--- config.mk ---
export PLATFORM = sky130hd
export DESIGN_NAME = conf_port_arbiter
export DESIGN_NICKNAME = d
export VERILOG_FILES = /design/src/rtl/conf_port_arbiter_pkg.sv /design/src/rtl/conf_port_arbiter_rr_pick.sv /design/src/rtl/conf_port_arbiter.sv
export SDC_FILE = /design/constraint.sdc
export NUM_CORES = 1
export LEC_CHECK = 0
export CORE_MARGIN = 2
export CORE_UTILIZATION = 61
export DETAILED_ROUTE_END_ITERATION = 8
export DONT_BUFFER_PORTS = 1
export PLACE_DENSITY = 0.77
export SYNTH_ARGS = -nofsm -noshare
export SYNTH_HDL_FRONTEND = slang
export SYNTH_SLANG_ARGS = --single-unit
--- constraint.sdc ---
create_clock -name i_clk -period 2.1 [get_ports i_clk]
set_input_delay 0.315 -clock i_clk [delete_from_list [all_inputs] [get_ports i_clk]]
set_output_delay 0.315 -clock i_clk [all_outputs]
set_load 0.02 [all_outputs]
--- src/rtl/conf_port_arbiter_pkg.sv ---
// Shared widths, option-count limits and FSM encoding for the CONF port arbiter.
// DATA_W is six BCD digits; N_OPT follows the highest MENU index.
package conf_port_arbiter_pkg;

  localparam int UNIT_BCD_W     = 6;
  localparam int MENU_INDEX_MAX = 4;
  localparam int DATA_W         = UNIT_BCD_W * 4;
  localparam int IDX_W          = 3;
  localparam int N_OPT          = MENU_INDEX_MAX + 1;

  localparam logic [IDX_W-1:0] N_OPT_IDX = IDX_W'(N_OPT);

  typedef enum logic [2:0] {
    ST_IDLE = 3'd0,
    ST_HOLD = 3'd1,
    ST_WAIT = 3'd2,
    ST_XFER = 3'd3,
    ST_DONE = 3'd4
  } arb_state_t;

  function automatic logic idx_in_range(input logic [IDX_W-1:0] idx);
    return (idx < N_OPT_IDX);
  endfunction

endpackage

--- src/rtl/conf_port_arbiter_rr_pick.sv ---
// Two-way round-robin picker: chooses which requester is granted from IDLE.
// When both request, the one not granted last wins.
module conf_rr_pick (
  input  logic i_req0,
  input  logic i_req1,
  input  logic i_last,
  output logic o_any,
  output logic o_pick
);

  // Grant selection; o_pick is the requester index.
  always_comb begin
    o_any  = i_req0 | i_req1;
    o_pick = 1'b0;
    if (i_req0 && i_req1) begin
      o_pick = ~i_last;
    end else if (i_req1) begin
      o_pick = 1'b1;
    end else begin
      o_pick = 1'b0;
    end
  end

endmodule

--- src/rtl/conf_port_arbiter.sv ---
// Arbitrates the single CONF option port between the MENU front-end (0) and an
// auxiliary config loader (1), with locked sessions and one-cycle-latency access sequencing.
module conf_port_arbiter
  import conf_port_arbiter_pkg::*;
(
  input  logic              i_clk,
  input  logic              i_rst,
  input  logic              i_ce,
  input  logic              i_req0,
  input  logic              i_req1,
  input  logic              i_stb0,
  input  logic              i_stb1,
  input  logic              i_we0,
  input  logic              i_we1,
  input  logic [IDX_W-1:0]  i_idx0,
  input  logic [IDX_W-1:0]  i_idx1,
  input  logic [DATA_W-1:0] i_wdata0,
  input  logic [DATA_W-1:0] i_wdata1,
  output logic              o_gnt0,
  output logic              o_gnt1,
  output logic              o_ack0,
  output logic              o_ack1,
  output logic              o_err0,
  output logic              o_err1,
  output logic [DATA_W-1:0] o_rdata0,
  output logic [DATA_W-1:0] o_rdata1,
  output logic [IDX_W-1:0]  o_conf_selected_index,
  input  logic [DATA_W-1:0] i_conf_selected_value,
  output logic [DATA_W-1:0] o_conf_selected_new_value,
  output logic              o_conf_selected_set
);

  arb_state_t        r_state;
  logic              r_owner;
  logic              r_last;
  logic              r_gnt0;
  logic              r_gnt1;
  logic              r_ack0;
  logic              r_ack1;
  logic              r_err0;
  logic              r_err1;
  logic [DATA_W-1:0] r_rdata0;
  logic [DATA_W-1:0] r_rdata1;
  logic              r_we;
  logic [IDX_W-1:0]  r_idx;
  logic [DATA_W-1:0] r_wdata;
  logic [DATA_W-1:0] r_new_value;
  logic              r_set;

  logic              w_pick_any;
  logic              w_pick;
  logic              w_own_req;
  logic              w_own_stb;
  logic              w_own_we;
  logic [IDX_W-1:0]  w_own_idx;
  logic [DATA_W-1:0] w_own_wdata;
  logic              w_idx_ok;
  logic [DATA_W-1:0] w_rd_value;

  conf_rr_pick u_rr_pick (
    .i_req0 (i_req0),
    .i_req1 (i_req1),
    .i_last (r_last),
    .o_any  (w_pick_any),
    .o_pick (w_pick)
  );

  // Only the current owner's strobe and fields are ever looked at.
  assign w_own_req   = r_owner ? i_req1   : i_req0;
  assign w_own_stb   = r_owner ? i_stb1   : i_stb0;
  assign w_own_we    = r_owner ? i_we1    : i_we0;
  assign w_own_idx   = r_owner ? i_idx1   : i_idx0;
  assign w_own_wdata = r_owner ? i_wdata1 : i_wdata0;
  assign w_idx_ok    = idx_in_range(r_idx);
  assign w_rd_value  = w_idx_ok ? i_conf_selected_value : {DATA_W{1'b0}};

  // Arbitration FSM and access datapath; pulses clear on the next enabled cycle.
  always_ff @(posedge i_clk) begin
    if (i_rst) begin
      r_state     <= ST_IDLE;
      r_owner     <= 1'b0;
      r_last      <= 1'b1;
      r_gnt0      <= 1'b0;
      r_gnt1      <= 1'b0;
      r_ack0      <= 1'b0;
      r_ack1      <= 1'b0;
      r_err0      <= 1'b0;
      r_err1      <= 1'b0;
      r_rdata0    <= {DATA_W{1'b0}};
      r_rdata1    <= {DATA_W{1'b0}};
      r_we        <= 1'b0;
      r_idx       <= {IDX_W{1'b0}};
      r_wdata     <= {DATA_W{1'b0}};
      r_new_value <= {DATA_W{1'b0}};
      r_set       <= 1'b0;
    end else if (i_ce) begin
      r_ack0 <= 1'b0;
      r_ack1 <= 1'b0;
      r_err0 <= 1'b0;
      r_err1 <= 1'b0;
      case (r_state)
        ST_IDLE: begin
          if (w_pick_any) begin
            r_owner <= w_pick;
            r_gnt0  <= ~w_pick;
            r_gnt1  <= w_pick;
            r_state <= ST_HOLD;
          end else begin
            r_state <= ST_IDLE;
          end
        end
        ST_HOLD: begin
          // A strobe wins over a simultaneous release so the session ends cleanly.
          if (w_own_stb) begin
            r_we    <= w_own_we;
            r_idx   <= w_own_idx;
            r_wdata <= w_own_wdata;
            r_state <= ST_WAIT;
          end else if (!w_own_req) begin
            r_gnt0  <= 1'b0;
            r_gnt1  <= 1'b0;
            r_last  <= r_owner;
            r_state <= ST_IDLE;
          end else begin
            r_state <= ST_HOLD;
          end
        end
        ST_WAIT: begin
          r_state <= ST_XFER;
        end
        ST_XFER: begin
          if (w_idx_ok && r_we) begin
            r_new_value <= r_wdata;
            r_set       <= 1'b1;
          end else begin
            r_set       <= 1'b0;
          end
          if (r_owner) begin
            r_rdata1 <= w_rd_value;
            r_ack1   <= 1'b1;
            r_err1   <= ~w_idx_ok;
          end else begin
            r_rdata0 <= w_rd_value;
            r_ack0   <= 1'b1;
            r_err0   <= ~w_idx_ok;
          end
          r_state <= ST_DONE;
        end
        ST_DONE: begin
          r_set   <= 1'b0;
          r_state <= ST_HOLD;
        end
        default: begin
          r_gnt0  <= 1'b0;
          r_gnt1  <= 1'b0;
          r_set   <= 1'b0;
          r_state <= ST_IDLE;
        end
      endcase
    end else begin
      r_state <= r_state;
    end
  end

  assign o_gnt0                    = r_gnt0;
  assign o_gnt1                    = r_gnt1;
  assign o_ack0                    = r_ack0;
  assign o_ack1                    = r_ack1;
  assign o_err0                    = r_err0;
  assign o_err1                    = r_err1;
  assign o_rdata0                  = r_rdata0;
  assign o_rdata1                  = r_rdata1;
  assign o_conf_selected_index     = r_idx;
  assign o_conf_selected_new_value = r_new_value;
  assign o_conf_selected_set       = r_set;

endmodule

==> results of run 1 <==
==> worst reg2reg max path: stages, from the launching register on <==
cell	delay, ps
dfxtp_1	560
and4b_1	400
and3_1	200
buf_4	280
nand2_1	110
a21oi_1	130
==> per-layer routing <==
metal / GRT usage, % / wire length [µm]
met5: 0 / 0
met2: 35.62 / 4396
met3: 6.224 / 695
met4: 8.460 / 223
met1: 28.72 / 3976
==> through the flow <==
| stage | utilization (%) | worst slack, ps | cells | hold slack (ps) | cell area, µm² |
|---|---|---|---|---|---|
| after detailed placement | 63.83 | 388.2 | 555 | 397.5 | 4654 |
| after global placement | 63.83 | 451.2 | 555 | 393.4 | 4654 |
| final | 66.42 | 358.3 | 571 | 36.87 | 4843 |
| after global routing | 66.42 | 159.0 | 571 | 4.696 | 4843 |
| after CTS | 66.42 | 375.7 | 571 | 16.59 | 4843 |
| after floorplan | - | 516.1 | 485 | 432.3 | 4642 |
==> area by class of cell <==
class	count	area [µm²]
Timing Repair Buffer	8	85.08
Fill cell	641	2449
Sequential cell	112	2243
Clock buffer	10	137.6
Multi-Input combinational cell	335	2198
Tap cell	99	123.9
Clock inverter	6	51.30
Inverter	1	3.754
==> how the worst max path moves through the flow <==
| stage | startpoint | to | slack (ps) | cells past startpoint |
|---|---|---|---|---|
| 6_report | r_state[0] | o_conf_selected_new_value[13] | 360 | 5 |
| 5_1_grt | r_state[0] | o_conf_selected_new_value[12] | 160 | 5 |
| 4_1_cts | r_state[0] | o_conf_selected_new_value[13] | 380 | 5 |
| 3_5_place_dp | r_state[0] | o_rdata1[23] | 390 | 4 |
| 3_3_place_gp | r_state[0] | o_conf_selected_new_value[19] | 450 | 5 |
| 2_1_floorplan | r_owner | o_gnt0 | 520 | 5 |
==> registers in the layout (all words and copies together) (netlist names), 3 cells and up <==
signal                     flops
o_rdata0                      24
r_wdata                       24
o_conf_selected_new_value     24
o_rdata1                      24
o_conf_selected_index          3
r_state                        3
==> power groups by stage <==
stage	combinational, µW	sequential [µW]	clock (µW)
3_5_place_dp	195	2240	0
5_1_grt	218	2190	1330
3_3_place_gp	189	2230	0
2_1_floorplan	204	2230	0
4_1_cts	196	2190	1230
6_report	193	2190	1190
==> logic make-up (layout without fill, tap and decap cells) <==
| family | Yosys count | count (layout) | synth area share, % |
|---|---|---|---|
| and+or+nand+nor | 183 | 183 | 17.93 |
| buffers and inverters | 38 | 25 | 4.447 |
| AOI/OAI and AO/OA | 70 | 70 | 11.62 |
| DFF | 112 | 112 | 48.30 |
| muxes | 82 | 82 | 17.71 |
==> placed cells by master (no fill, tap or decap), drive strengths merged <==
master / n
a211o: 1
nand4b: 1
nor2b: 3
mux2: 1
a21oi: 33
clkbuf: 10
buf: 8
and3: 1
or3: 1
nand2b: 2
nand2: 54
inv: 2
and4b: 2
a2bb2oi: 1
o21a: 1
clkinv: 2
nand4: 1
and2: 25
o41ai: 1
o21ai: 3
and3b: 3
clkinvlp: 3
a21boi: 1
nor2: 87
mux2i: 81
a211oi: 29
dfxtp: 112
nand3: 2
nor4b: 1
==> results.yml, run 1 <==
route:
  drtIter0Drc: 136
  vias: 3206
  antenna_left: 0
  drtPass1Iterations: 4
  post-route-drc-count: 0
  avgRoutedWirePerCell_um: 16.27
  wl_mm: 9.291
  via_per_inst: 5.615
floorplan:
  dieArea_mm2: 0.008324
  core_mm2: 0.007292
  ioPinCount: 169
  die_width_um: 91.24
  start_util_pct: 63.66
  die_h_um: 91.24
  placementRows: 31
timing:
  tns_ps: 0
  hold_viol: 0
  slew_headroom_pct: 65.01
  period_needed_ps: 1742
  report.final.slew_viol_count: 0
  grt_setup_unrepaired: "no"
  setup_violations: 0
  fin_skew_ps: 11.50
  tightestPinTransition_ps: 524.9
  fin_crit_sh_pct: 82.94
  clock.fmax_ghz: 0.5742
cts:
  clk_path_buf_depth: 2
  ctsHoldBuffers: 0
  numCtsBuffers: 9
  cts_resized: 0
  clockRootBuffer: "clkbuf_8"
  clock_latency_ps: 350
  post_cts_buffers: 0
  htreeDepth: 3
  cts_sinks: 112
  path_clk_slew_ps: 100
  cts_tree: "done"
hold_path:
  min-delay-path-class: "in2reg"
  worstHoldStart: "i_rst"
  min_path_cells: 1
  holdPathEnd: "o_conf_selected_new_value[2]"
worst_setup_path:
  path_cells: "and4b_1 -> and3_1 -> buf_4 -> nand2_1 -> a21oi_1"
  endpoint_kind: "flip-flop"
  r2r_end: "o_conf_selected_new_value[13]"
  worst_setup_path_start_kind: "flip-flop"
  cp.required_ps: 2380
  rrSetupSlack_ps: 360
  cp_max_fo: 24
  cp.arrival_ps: 2020
  r2r_start: "r_state[0]"
  worstSetupPathType: "reg2reg"
  cpMaxStageDelayCell: "dfxtp_1"
  max_stage_delay_ps: 560
  path_buf_inv: 1
  cp_top_family: "simple AND/OR/NAND/NOR gates"
  rr_worst_depth: 5
global_routing:
  grt_pass1_wl_mm: 15.21
  gr-usage-all-layers_pct: 22.28
  grt_pass1_vias: 3116
  grt_max_degree: 115
  antenna_found_initial: 0
  grt_remaining_overflow: 0
logic_synthesis:
  ys_seq_area_share_pct: 48.30
  ys_warn_count: 0
  syn-num-nets: 572
  yosys-top-cells-area: "dfxtp_1, mux2i_1, nor2_1"
  synthFlopType: "dfxtp_1"
  netlist_top_cells_count: "dfxtp_1, nor2_1, mux2i_1"
  netlist-cell-type-count: 36
  syn_inst: 485
  netlist.top_cell.by_area: "dfxtp_1"
  netlist.area_leader.share_pct: 48.30
  synth_edf_count: 0
  syn-cell-area_mm2: 0.004642
  async_reset_ff_share_pct: 0
  syn_avg_cell_area_um2: 9.571
  ys_ff_latch: 112
  synth.most_common_cell: "dfxtp_1"
place:
  portBuffers: 0
  place_congestion: 0.7817
  detailed_place_hpwl_mm: 6.237
power_and_ir_drop:
  power.density_mw_per_mm2: 738.1
  p_comb_share_pct: 5.4
  total_power_uw: 3575
  vdd_ir_drop_max_v: 0.0004954
  power_switching_uw: 849.3
  clockPowerShare_pct: 33.4
  p_sw_share_pct: 23.76
  p_leak_uw: 0.001760
  p_seq_share_pct: 61.2
  power.internal_uw: 2725
finish:
  area_delta_synth_final_pct: 4.340
  nets: 554
  drive_above_1_share_pct: 10.81
  diodes: 0
flow_run:
  maxCapViolCount: 0
outcome:
  status: "complete, no violations"
(Power assumes the default switching activity.)
==> inputs of run 2 (changes only) <==
--- a/config.mk
+++ b/config.mk
@@ -6,10 +6,10 @@
 export NUM_CORES = 1
 export LEC_CHECK = 0
 export CORE_MARGIN = 2
-export CORE_UTILIZATION = 61
+export CORE_UTILIZATION = 56
 export DETAILED_ROUTE_END_ITERATION = 8
 export DONT_BUFFER_PORTS = 1
-export PLACE_DENSITY = 0.77
+export PLACE_DENSITY = 0.74
 export SYNTH_ARGS = -nofsm -noshare
 export SYNTH_HDL_FRONTEND = slang
 export SYNTH_SLANG_ARGS = --single-unit
==> constraint.sdc (replaced) <==
create_clock -name i_clk -period 1.5 [get_ports i_clk]
set_input_delay 0.225 -clock i_clk [delete_from_list [all_inputs] [get_ports i_clk]]
set_output_delay 0.225 -clock i_clk [all_outputs]
set_load 0.02 [all_outputs]
==> results.yml, run 2 (synthesis results as in run 1) <==
outcome:
  status: "complete, but fails checks"
  violations: "negative hold slack, negative setup slack"
worst_setup_path:
  worstSetupPathType: "reg2reg"
  worst_setup_path_start_kind: "flip-flop"
  max_stage_delay_ps: 380
  r2r_start: "r_state[1]"
  rrSetupSlack_ps: -10
  path_cells: "nor2b_1 -> a211o_1 -> a211oi_2 -> mux2_1"
  endpoint_kind: "flip-flop"
  cp.arrival_ps: 1770
  cp_max_fo: 6
  r2r_end: "o_gnt0"
  rr_worst_depth: 4
  cp.required_ps: 1750
  cpMaxStageDelayCell: "dfxtp_4"
power_and_ir_drop:
  p_leak_uw: 0.001908
  power.density_mw_per_mm2: 1040
  vdd_ir_drop_max_v: 0.0005637
place:
  detailed_place_hpwl_mm: 6.621
  place_congestion: 0.8195
  placed_cell_area_mm2: 0.004828
  portBuffers: 0
  place_ws_ps: -70.25
timing:
  period_needed_ps: 1515
  tns_ps: -14.71
  fin_skew_ps: 16.08
  fin_crit_sh_pct: 101.0
  tightestPinTransition_ps: 331.7
  clock.fmax_ghz: 0.6602
  setup_violations: 1
  hold_viol: 109
  report.final.slew_viol_count: 0
  slew_headroom_pct: 77.69
  hold_ws_ps: -81.89
  grt_setup_unrepaired: "yes"
  fin_ws_ps: -14.71
hold_path:
  holdPathEnd: "o_conf_selected_new_value[2]"
  min_path_cells: 1
  min-delay-path-class: "in2reg"
  worstHoldStart: "i_rst"
cts:
  numCtsBuffers: 9
  path_clk_slew_ps: 110
  clock_latency_ps: 370
  post_cts_buffers: 0
  htreeDepth: 3
  clockRootBuffer: "clkbuf_8"
  cts_tree: "done"
  clk_path_buf_depth: 2
  cts_sinks: 112
route:
  via_per_inst: 5.563
  drtIter0Drc: 111
  wl_mm: 9.654
  post-route-drc-count: 0
  vias: 3299
  avgRoutedWirePerCell_um: 16.28
  drtPass1Iterations: 4
  antenna_left: 0
floorplan:
  start_util_pct: 57.07
  die_h_um: 95.05
  dieArea_mm2: 0.009034
  die_width_um: 95.05
  placementRows: 33
  ioPinCount: 169
  core_mm2: 0.008134
finish:
  layout_commonest_cell: "dfxtp_1"
  nets: 570
  drive_above_1_share_pct: 16.80
  utilization_pct: 63.45
  diodes: 0
  area_delta_synth_final_pct: 11.19
  fin_area_mm2: 0.005161
  mostFrequentLayoutCells: "dfxtp_1, nor2_1, mux2i_1, nand2_1, a21oi_1"
global_routing:
  antenna_found_initial: 0
  grt_pass1_wl_mm: 15.41
  gr-usage-all-layers_pct: 21.74
  grt_pass1_vias: 3243
  grt_remaining_overflow: 0
  grt_max_degree: 115
flow_run:
  maxCapViolCount: 0
==> run 2: changes by cell type in the layout (fill, tap and decap cells not counted), moves of 2 or more <==
cell / delta
a211oi_1: -4
a211oi_2: +4
buf_12: +4
buf_4: +10
bufinv_16: +2
clkinvlp_4: -2
dfxtp_1: -3
dfxtp_4: +4
mux2i_1: -2
nor2_1: -4
nor2_2: +3
==> run 2: area by class of cell <==
cell class,count,area (µm²)
clock buffers,11,141.4
clock inverters,5,87.58
fillers,656,2973
inverters,1,3.754
multi-input cells,335,2263
flip-flops and latches,112,2257
well taps,105,131.4
repair buffers,24,276.5
==> run 2: layer usage <==
| layer | up-vias | GRT usage, % | part of all wire, % |
|---|---|---|---|
| met4 | 0 | 7.126 | 0.89 |
| met3 | 6 | 7.273 | 7.1 |
| li1 | 1639 | - | - |
| met2 | 99 | 37.23 | 51 |
| met5 | - | 0 | 0 |
| met1 | 1555 | 25.65 | 41 |
==> run 2: worst max path at each step <==
stage,start,slack [ps],cells after the start,to
detailed placement,r_state[2],-70,4,o_gnt0
floorplan,r_owner,-20,5,o_gnt0
global placement,r_state[2],20,4,o_gnt0
finish,r_state[1],-10,4,o_gnt0
global route,r_owner,-60,4,o_gnt0
CTS,r_owner,-20,4,o_gnt0
==> run 2: where the power goes <==
part	switching (µW)	internal, µW	leakage, µW	total (µW)
Sequential	38.9	3010	0.000907	3050
Clock	985	1010	0.000112	1990
Combinational	165	160	0.000889	325
==> run 2: critical path: cells and delay by family (launching register included) <==
| family | cells | cell delay, ps |
|---|---|---|
| AO/OA/AOI/OAI | 2 | 570 |
| flip-flops | 1 | 380 |
| multiplexers | 1 | 350 |
| AND/OR/NAND/NOR | 1 | 130 |
==> run 2: what timing repair did <==
action	4_1_cts	5_1_grt
gates resized for setup	6	16
gates cloned	0	1
endpoints found under the hold margin	110	110
setup endpoints to repair	20	60
pin swaps	0	5
==> run 2: per-stage QoR <==
| stage | cells | power (µW) |
|---|---|---|
| floorplan | 485 | 3404 |
| global placement | 576 | 3419 |
| detailed placement | 576 | 3434 |
| CTS | 592 | 5440 |
| global route | 593 | 5606 |
| finish | 593 | 5366 |
